**config.mk**
```make
export PLATFORM = sky130hd
export DESIGN_NAME = elbeth_hazard_ctrl
export DESIGN_NICKNAME = d
export VERILOG_FILES = /design/src/rtl/elbeth_hazard_ctrl.sv
export SDC_FILE = /design/constraint.sdc
export NUM_CORES = 1
export LEC_CHECK = 0
export ABC_AREA = 0
export CAP_MARGIN = 20
export CORE_ASPECT_RATIO = 0.9
export CORE_UTILIZATION = 45
export CTS_CLUSTER_SIZE = 8
export DETAILED_ROUTE_END_ITERATION = 10
export PLACE_DENSITY_LB_ADDON = 0.05
export SLEW_MARGIN = 5
export SYNTH_ARGS = -nofsm -noshare
export SYNTH_HDL_FRONTEND = slang
export SYNTH_SLANG_ARGS = --single-unit
```
**constraint.sdc**
```tcl
create_clock -name clk -period 2.3 [get_ports clk]
set_input_delay 0.23 -clock clk [delete_from_list [all_inputs] [get_ports clk]]
set_output_delay 0.23 -clock clk [all_outputs]
set_load 0.05 [all_outputs]
```
**src/rtl/elbeth_hazard_ctrl.sv**
```systemverilog
// ELBETH ID-stage hazard controller: EX/MEM/WB forwarding selects, load-use and
// long-latency scoreboard stalls, and a multi-cycle flush sequencer for taken branches.
module elbeth_hazard_ctrl #(
  parameter int NUM_SRC      = 2,
  parameter int ADDR_W       = 5,
  parameter int PEND_DEPTH   = 4,
  parameter int FLUSH_CYCLES = 2
) (
  input  logic                        clk,
  input  logic                        rst_n,
  input  logic                        id_valid,
  input  logic [NUM_SRC*ADDR_W-1:0]   id_rs_addr,
  input  logic [NUM_SRC-1:0]          id_rs_used,
  input  logic [ADDR_W-1:0]           id_rd_addr,
  input  logic                        id_w_gpr_en,
  input  logic                        id_long_op,
  input  logic [ADDR_W-1:0]           ex_rd_addr,
  input  logic                        ex_w_gpr_en,
  input  logic                        ex_is_load,
  input  logic [ADDR_W-1:0]           mem_rd_addr,
  input  logic                        mem_w_gpr_en,
  input  logic [ADDR_W-1:0]           wb_rd_addr,
  input  logic                        wb_w_gpr_en,
  input  logic                        lop_done,
  input  logic [ADDR_W-1:0]           lop_rd_addr,
  input  logic                        branch_taken,
  output logic [NUM_SRC*2-1:0]        fwd_sel,
  output logic                        stall_if,
  output logic                        stall_id,
  output logic                        flush_id,
  output logic                        sb_full
);

  localparam int CNT_W = (FLUSH_CYCLES > 1) ? $clog2(FLUSH_CYCLES) : 1;

  typedef enum logic {IDLE, FLUSH} state_e;

  state_e              state_q, state_d;
  logic [CNT_W-1:0]    cnt_q, cnt_d;
  logic [PEND_DEPTH-1:0] vld_q, vld_d;
  logic [ADDR_W-1:0]   addr_q [PEND_DEPTH];
  logic [ADDR_W-1:0]   addr_d [PEND_DEPTH];

  logic [NUM_SRC*2-1:0] fwd_raw;
  logic                 lu_any, hit_any, struct_hz, flush_int, stall_int, issue;
  logic                 ret_done, iss_done;
  logic                 ex_m, mem_m, wb_m, use_s;
  logic [ADDR_W-1:0]    src;

  // Per-source hazard detection; a load in EX cannot forward, so it drops to older stages.
  always_comb begin
    fwd_raw = '0;
    lu_any  = 1'b0;
    hit_any = 1'b0;
    src     = '0;
    use_s   = 1'b0;
    ex_m    = 1'b0;
    mem_m   = 1'b0;
    wb_m    = 1'b0;
    for (int s = 0; s < NUM_SRC; s++) begin
      src   = id_rs_addr[s*ADDR_W +: ADDR_W];
      use_s = id_rs_used[s] && (src != '0);
      ex_m  = use_s && ex_w_gpr_en  && (ex_rd_addr  == src);
      mem_m = use_s && mem_w_gpr_en && (mem_rd_addr == src);
      wb_m  = use_s && wb_w_gpr_en  && (wb_rd_addr  == src);
      if (ex_m && ex_is_load) lu_any = 1'b1;
      if (ex_m && !ex_is_load) fwd_raw[2*s +: 2] = 2'b01;
      else if (mem_m)          fwd_raw[2*s +: 2] = 2'b10;
      else if (wb_m)           fwd_raw[2*s +: 2] = 2'b11;
      for (int e = 0; e < PEND_DEPTH; e++) begin
        if (use_s && vld_q[e] && (addr_q[e] == src)) hit_any = 1'b1;
      end
    end
  end

  assign sb_full   = &vld_q;
  assign struct_hz = id_long_op && id_w_gpr_en && sb_full;
  assign stall_int = id_valid && (lu_any || hit_any || struct_hz) && !flush_int;
  assign issue     = id_valid && id_long_op && id_w_gpr_en && (id_rd_addr != '0)
                     && !stall_int && !flush_int;

  // Retire before issue so a slot freed this edge can be refilled on the same edge.
  always_comb begin
    vld_d    = vld_q;
    addr_d   = addr_q;
    ret_done = 1'b0;
    iss_done = 1'b0;
    if (lop_done) begin
      for (int e = 0; e < PEND_DEPTH; e++) begin
        if (!ret_done && vld_q[e] && (addr_q[e] == lop_rd_addr)) begin
          vld_d[e] = 1'b0;
          ret_done = 1'b1;
        end
      end
    end
    if (issue) begin
      for (int e = 0; e < PEND_DEPTH; e++) begin
        if (!iss_done && !vld_d[e]) begin
          vld_d[e]  = 1'b1;
          addr_d[e] = id_rd_addr;
          iss_done  = 1'b1;
        end
      end
    end
  end

  always_ff @(posedge clk or negedge rst_n) begin
    if (!rst_n) begin
      vld_q   <= '0;
      state_q <= IDLE;
      cnt_q   <= '0;
    end else begin
      vld_q   <= vld_d;
      state_q <= state_d;
      cnt_q   <= cnt_d;
    end
  end

  always_ff @(posedge clk) begin
    addr_q <= addr_d;
  end

  always_comb begin
    state_d = state_q;
    cnt_d   = cnt_q;
    case (state_q)
      IDLE: begin
        if (branch_taken) begin
          state_d = FLUSH;
          cnt_d   = CNT_W'(FLUSH_CYCLES - 1);
        end
      end
      FLUSH: begin
        if (branch_taken)       cnt_d   = CNT_W'(FLUSH_CYCLES - 1);
        else if (cnt_q == '0)   state_d = IDLE;
        else                    cnt_d   = cnt_q - CNT_W'(1);
      end
      default: state_d = IDLE;
    endcase
  end

  always_comb begin
    flush_int = (state_q == FLUSH);
  end

  // Combinational outputs are forced quiet while reset is held.
  assign fwd_sel  = rst_n ? fwd_raw : '0;
  assign stall_id = rst_n && stall_int;
  assign stall_if = rst_n && stall_int;
  assign flush_id = flush_int;

endmodule

```
==> run_results.csv <==
group,metric,value,unit
worst_setup_path,cp_data_arrival_time,2230,ps
route,vias,2171,
route,ant_nets,0,
floorplanning,die_y,68.40,um
clocking,clock_latency,260,ps
grt,grt_max_degree,15,
power_and_ir_drop,vdd_ir_drop_max,0.4598,mV
timing,post-route-min-period,2459,ps
grt,grt_pass1_vias,2061,
placed_design,io_buffers,55,
grt,grt-busiest-layer,"met2",
power_and_ir_drop,leakage,0.001516,uW
run,cap_violations,0,
timing,finalHoldViolations,0,
finish,drive_gt1_share,34.87,%
floorplanning,core-area,0.004576,sq mm
timing,skew,2.783,ps
yosys,syn_area,0.002205,sq mm
timing,rsz0062_at_grt,"true",
hold_path,hp-class,"input pin to asynchronous set/reset pin",
grt,antenna_found_initial,0,
power_and_ir_drop,share_seq_of_total_power,43.3,%
route,vias_per_cell,5.308,
finish,antenna_cells,0,
finish,design_area,0.003642,sq mm
route,drt_iter0_drc,106,
worst_setup_path,crit_type,"flip-flop to output port",
yosys,async_flop_share,23.08,%
placed_design,dpl.cell_count,377,
power_and_ir_drop,p_switching,415.8,uW
clocking,numClockSinks,26,
run_status,status,"finished, violations left",
clocking,ctsHtreeMaxLevel,1,
timing,setup_viol,12,
timing,max_freq,0.4066,GHz
grt,grt_use_met2,49.00,%
yosys,ys_seq_area_share,34.05,%
clocking,cts_inserted_buffers,3,
finish,nets,396,
power_and_ir_drop,power_frac_comb,38.5,%
yosys,syn_avg_cell_area,10.16,sq um
grt,grt_use_met1,33.21,%
clocking,ctsRootBufferMaster,"clkbuf_8",
floorplanning,die_x,75.78,um
timing,slew_viol_final,0,
worst_setup_path,worstPathRequired,2070,ps
power_and_ir_drop,p_per_area,369.6,mW/mm^2
run_status,failed_checks,"negative setup slack",
grt,overflow,0,
yosys,synth_top_flop_cell,"edfxtp_1",
grt,grt_pass1_wl,10.05,mm
yosys,syn-num-nets,265,
power_and_ir_drop,power.internal,930.2,uW
yosys,synth-edff-count,20,
worst_setup_path,cp-end-kind,"output port",
timing,setup_ws,-159.1,ps
floorplanning,dieArea,0.005183,sq mm
route,totalWireLength,7.023,mm
finish,area_growth_syn_to_layout,65.21,%
floorplanning,ioPinCount,56,
yosys,ys_ff_latch,26,
floorplanning,rows,23,
placed_design,placed_area,0.003251,sq mm
timing,tightest_slew,499.3,ps
power_and_ir_drop,clockPowerShare,18.2,%
worst_setup_path,worstPathMaxFanout,3,
yosys,yosys_warnings,0,
route,drcViolationCount,0,
finish,finish.utilization,79.60,%
finish,final_cells,409,
route,post_drt_wl_per_cell,17.17,um
clocking,path_clk_slew,80,ps
timing,relSlewSlack,66.61,%
yosys,syn_inst,217,
worst_setup_path,start_kind,"flip-flop",
grt,grt.total_usage,26.64,%
clocking,cts_hold_buf,0,
clocking,tritoncts,"built",
placed_design,place_hpwl,5.066,mm
clocking,clock_path_buffers,2,
yosys,ys_types,38,
grt,use_met3,2.651,%
placed_design,gp_congestion,0.8663,
timing,fin_crit_sh,106.9,%
placed_design,place_ws,-471.0,ps
route,first_pass_iters,4,
timing,fin_hold_ws,270.9,ps
floorplanning,initial_utilization,48.18,%
power_and_ir_drop,switching_share,30.89,%
placed cells by master, fill, tap and decap left out, types with 7 or more instances in the layout:
cell type,count
nor4_1,8
edfxtp_1,20
xnor2_1,42
xor2_1,47
and3_1,8
dlymetal6s2s_1,7
clkdlybuf4s50_1,32
nand2_1,7
buf_12,7
buf_6,9
buf_4,72
worst paths after layout:
kind | start | endpoint | slack, ps | depth (start not counted)
worst max register to register | addr_q[13]$_DFFE_PP_ | addr_q[14]$_DFFE_PP_ | -120 | 9
min in group clk | cnt_q$_DFFE_PN0P_ | cnt_q$_DFFE_PN0P_ | 490 | 1
worst max-delay path | addr_q[13]$_DFFE_PP_ | stall_id | -160 | 8
max in group asynchronous | rst_n | vld_q[3]$_DFF_PN0_ | 1730 | 1
worst min register to register | cnt_q$_DFFE_PN0P_ | cnt_q$_DFFE_PN0P_ | 490 | 1
worst min-delay path | rst_n | flush_id$_DFF_PN0_ | 270 | 1
critical path, cell delays in order, from the launching register on:
cell and delay (ps):
edfxtp_1 460, buf_4 180, xor2_1 150, nor4_1 50, and3_1 210, nor4_4 380
o21ai_4 90, o2111a_2 300, buf_12 160
power by group through the flow:
stage / Clock, uW / Combinational [uW] / Sequential, uW
2_1_floorplan: 0 / 221 / 575
3_3_place_gp: 0 / 454 / 588
3_5_place_dp: 0 / 458 / 589
4_1_cts: 251 / 483 / 578
5_1_grt: 270 / 554 / 585
6_report: 245 / 518 / 583
cells by family (layout without fill, tap and decap cells):
| kind of cell | Yosys count | count (layout) | share of synthesized area, % |
|---|---|---|---|
| xor+xnor | 90 | 90 | 35.75 |
| simple gates | 62 | 62 | 16.97 |
| flops | 26 | 26 | 34.05 |
| compound gates | 24 | 24 | 8.967 |
| buf+inv | 15 | 145 | 4.256 |
metal layers:
| metal | routed length [um] | part of all wire [%] |
|---|---|---|
| met5 | 0 | 0 |
| met4 | 135 | 1.9 |
| met3 | 312 | 4.4 |
| met2 | 3549 | 51 |
| met1 | 3025 | 43 |
what timing repair did:
action,in CTS,in global routing
endpoints found under the setup margin,26,27
pin swaps,12,18
gates resized for setup,24,32
gates cloned,0,0
setup buffers,13,16
cell type report:
class                   instances  area [sq um]
inverters                       4         15.01
multi-input cells             176          1495
well taps                      62         77.57
clock buffers                   3         41.29
fillers                       297         933.4
clock inverters                 1         3.754
flip-flops and latches         26         750.7
repair buffers                137          1259
state kept, by name, summed over array words and instances (netlist names):
register  flops
addr_q       20
vld_q         4
cnt_q         1
flush_id      1
synth_stat cells, drive strengths merged, types with 3 or more instances:
cell type,number,area (sq um)
and3,8,50.05
nor4,15,100.1
xnor2,42,367.9
nand2,7,26.28
edfxtp,20,600.6
nand4,5,31.28
nor3,6,30.03
o21ai,10,68.82
o31ai,3,22.52
nand3,5,25.02
or4,4,33.78
xor2,48,420.4
inv,4,15.01
dfrtp,6,150.1
nor2,5,18.77
buf,11,78.82
through the flow:
| stage | total power (uW) | TNS (ps) |
|---|---|---|
| floorplan | 795.9 | -1523 |
| global placement | 1042 | -8895 |
| detailed placement | 1048 | -9252 |
| CTS | 1312 | -427.2 |
| global route | 1409 | -3038 |
| finish | 1346 | -1193 |
(Power assumes the default switching activity.)
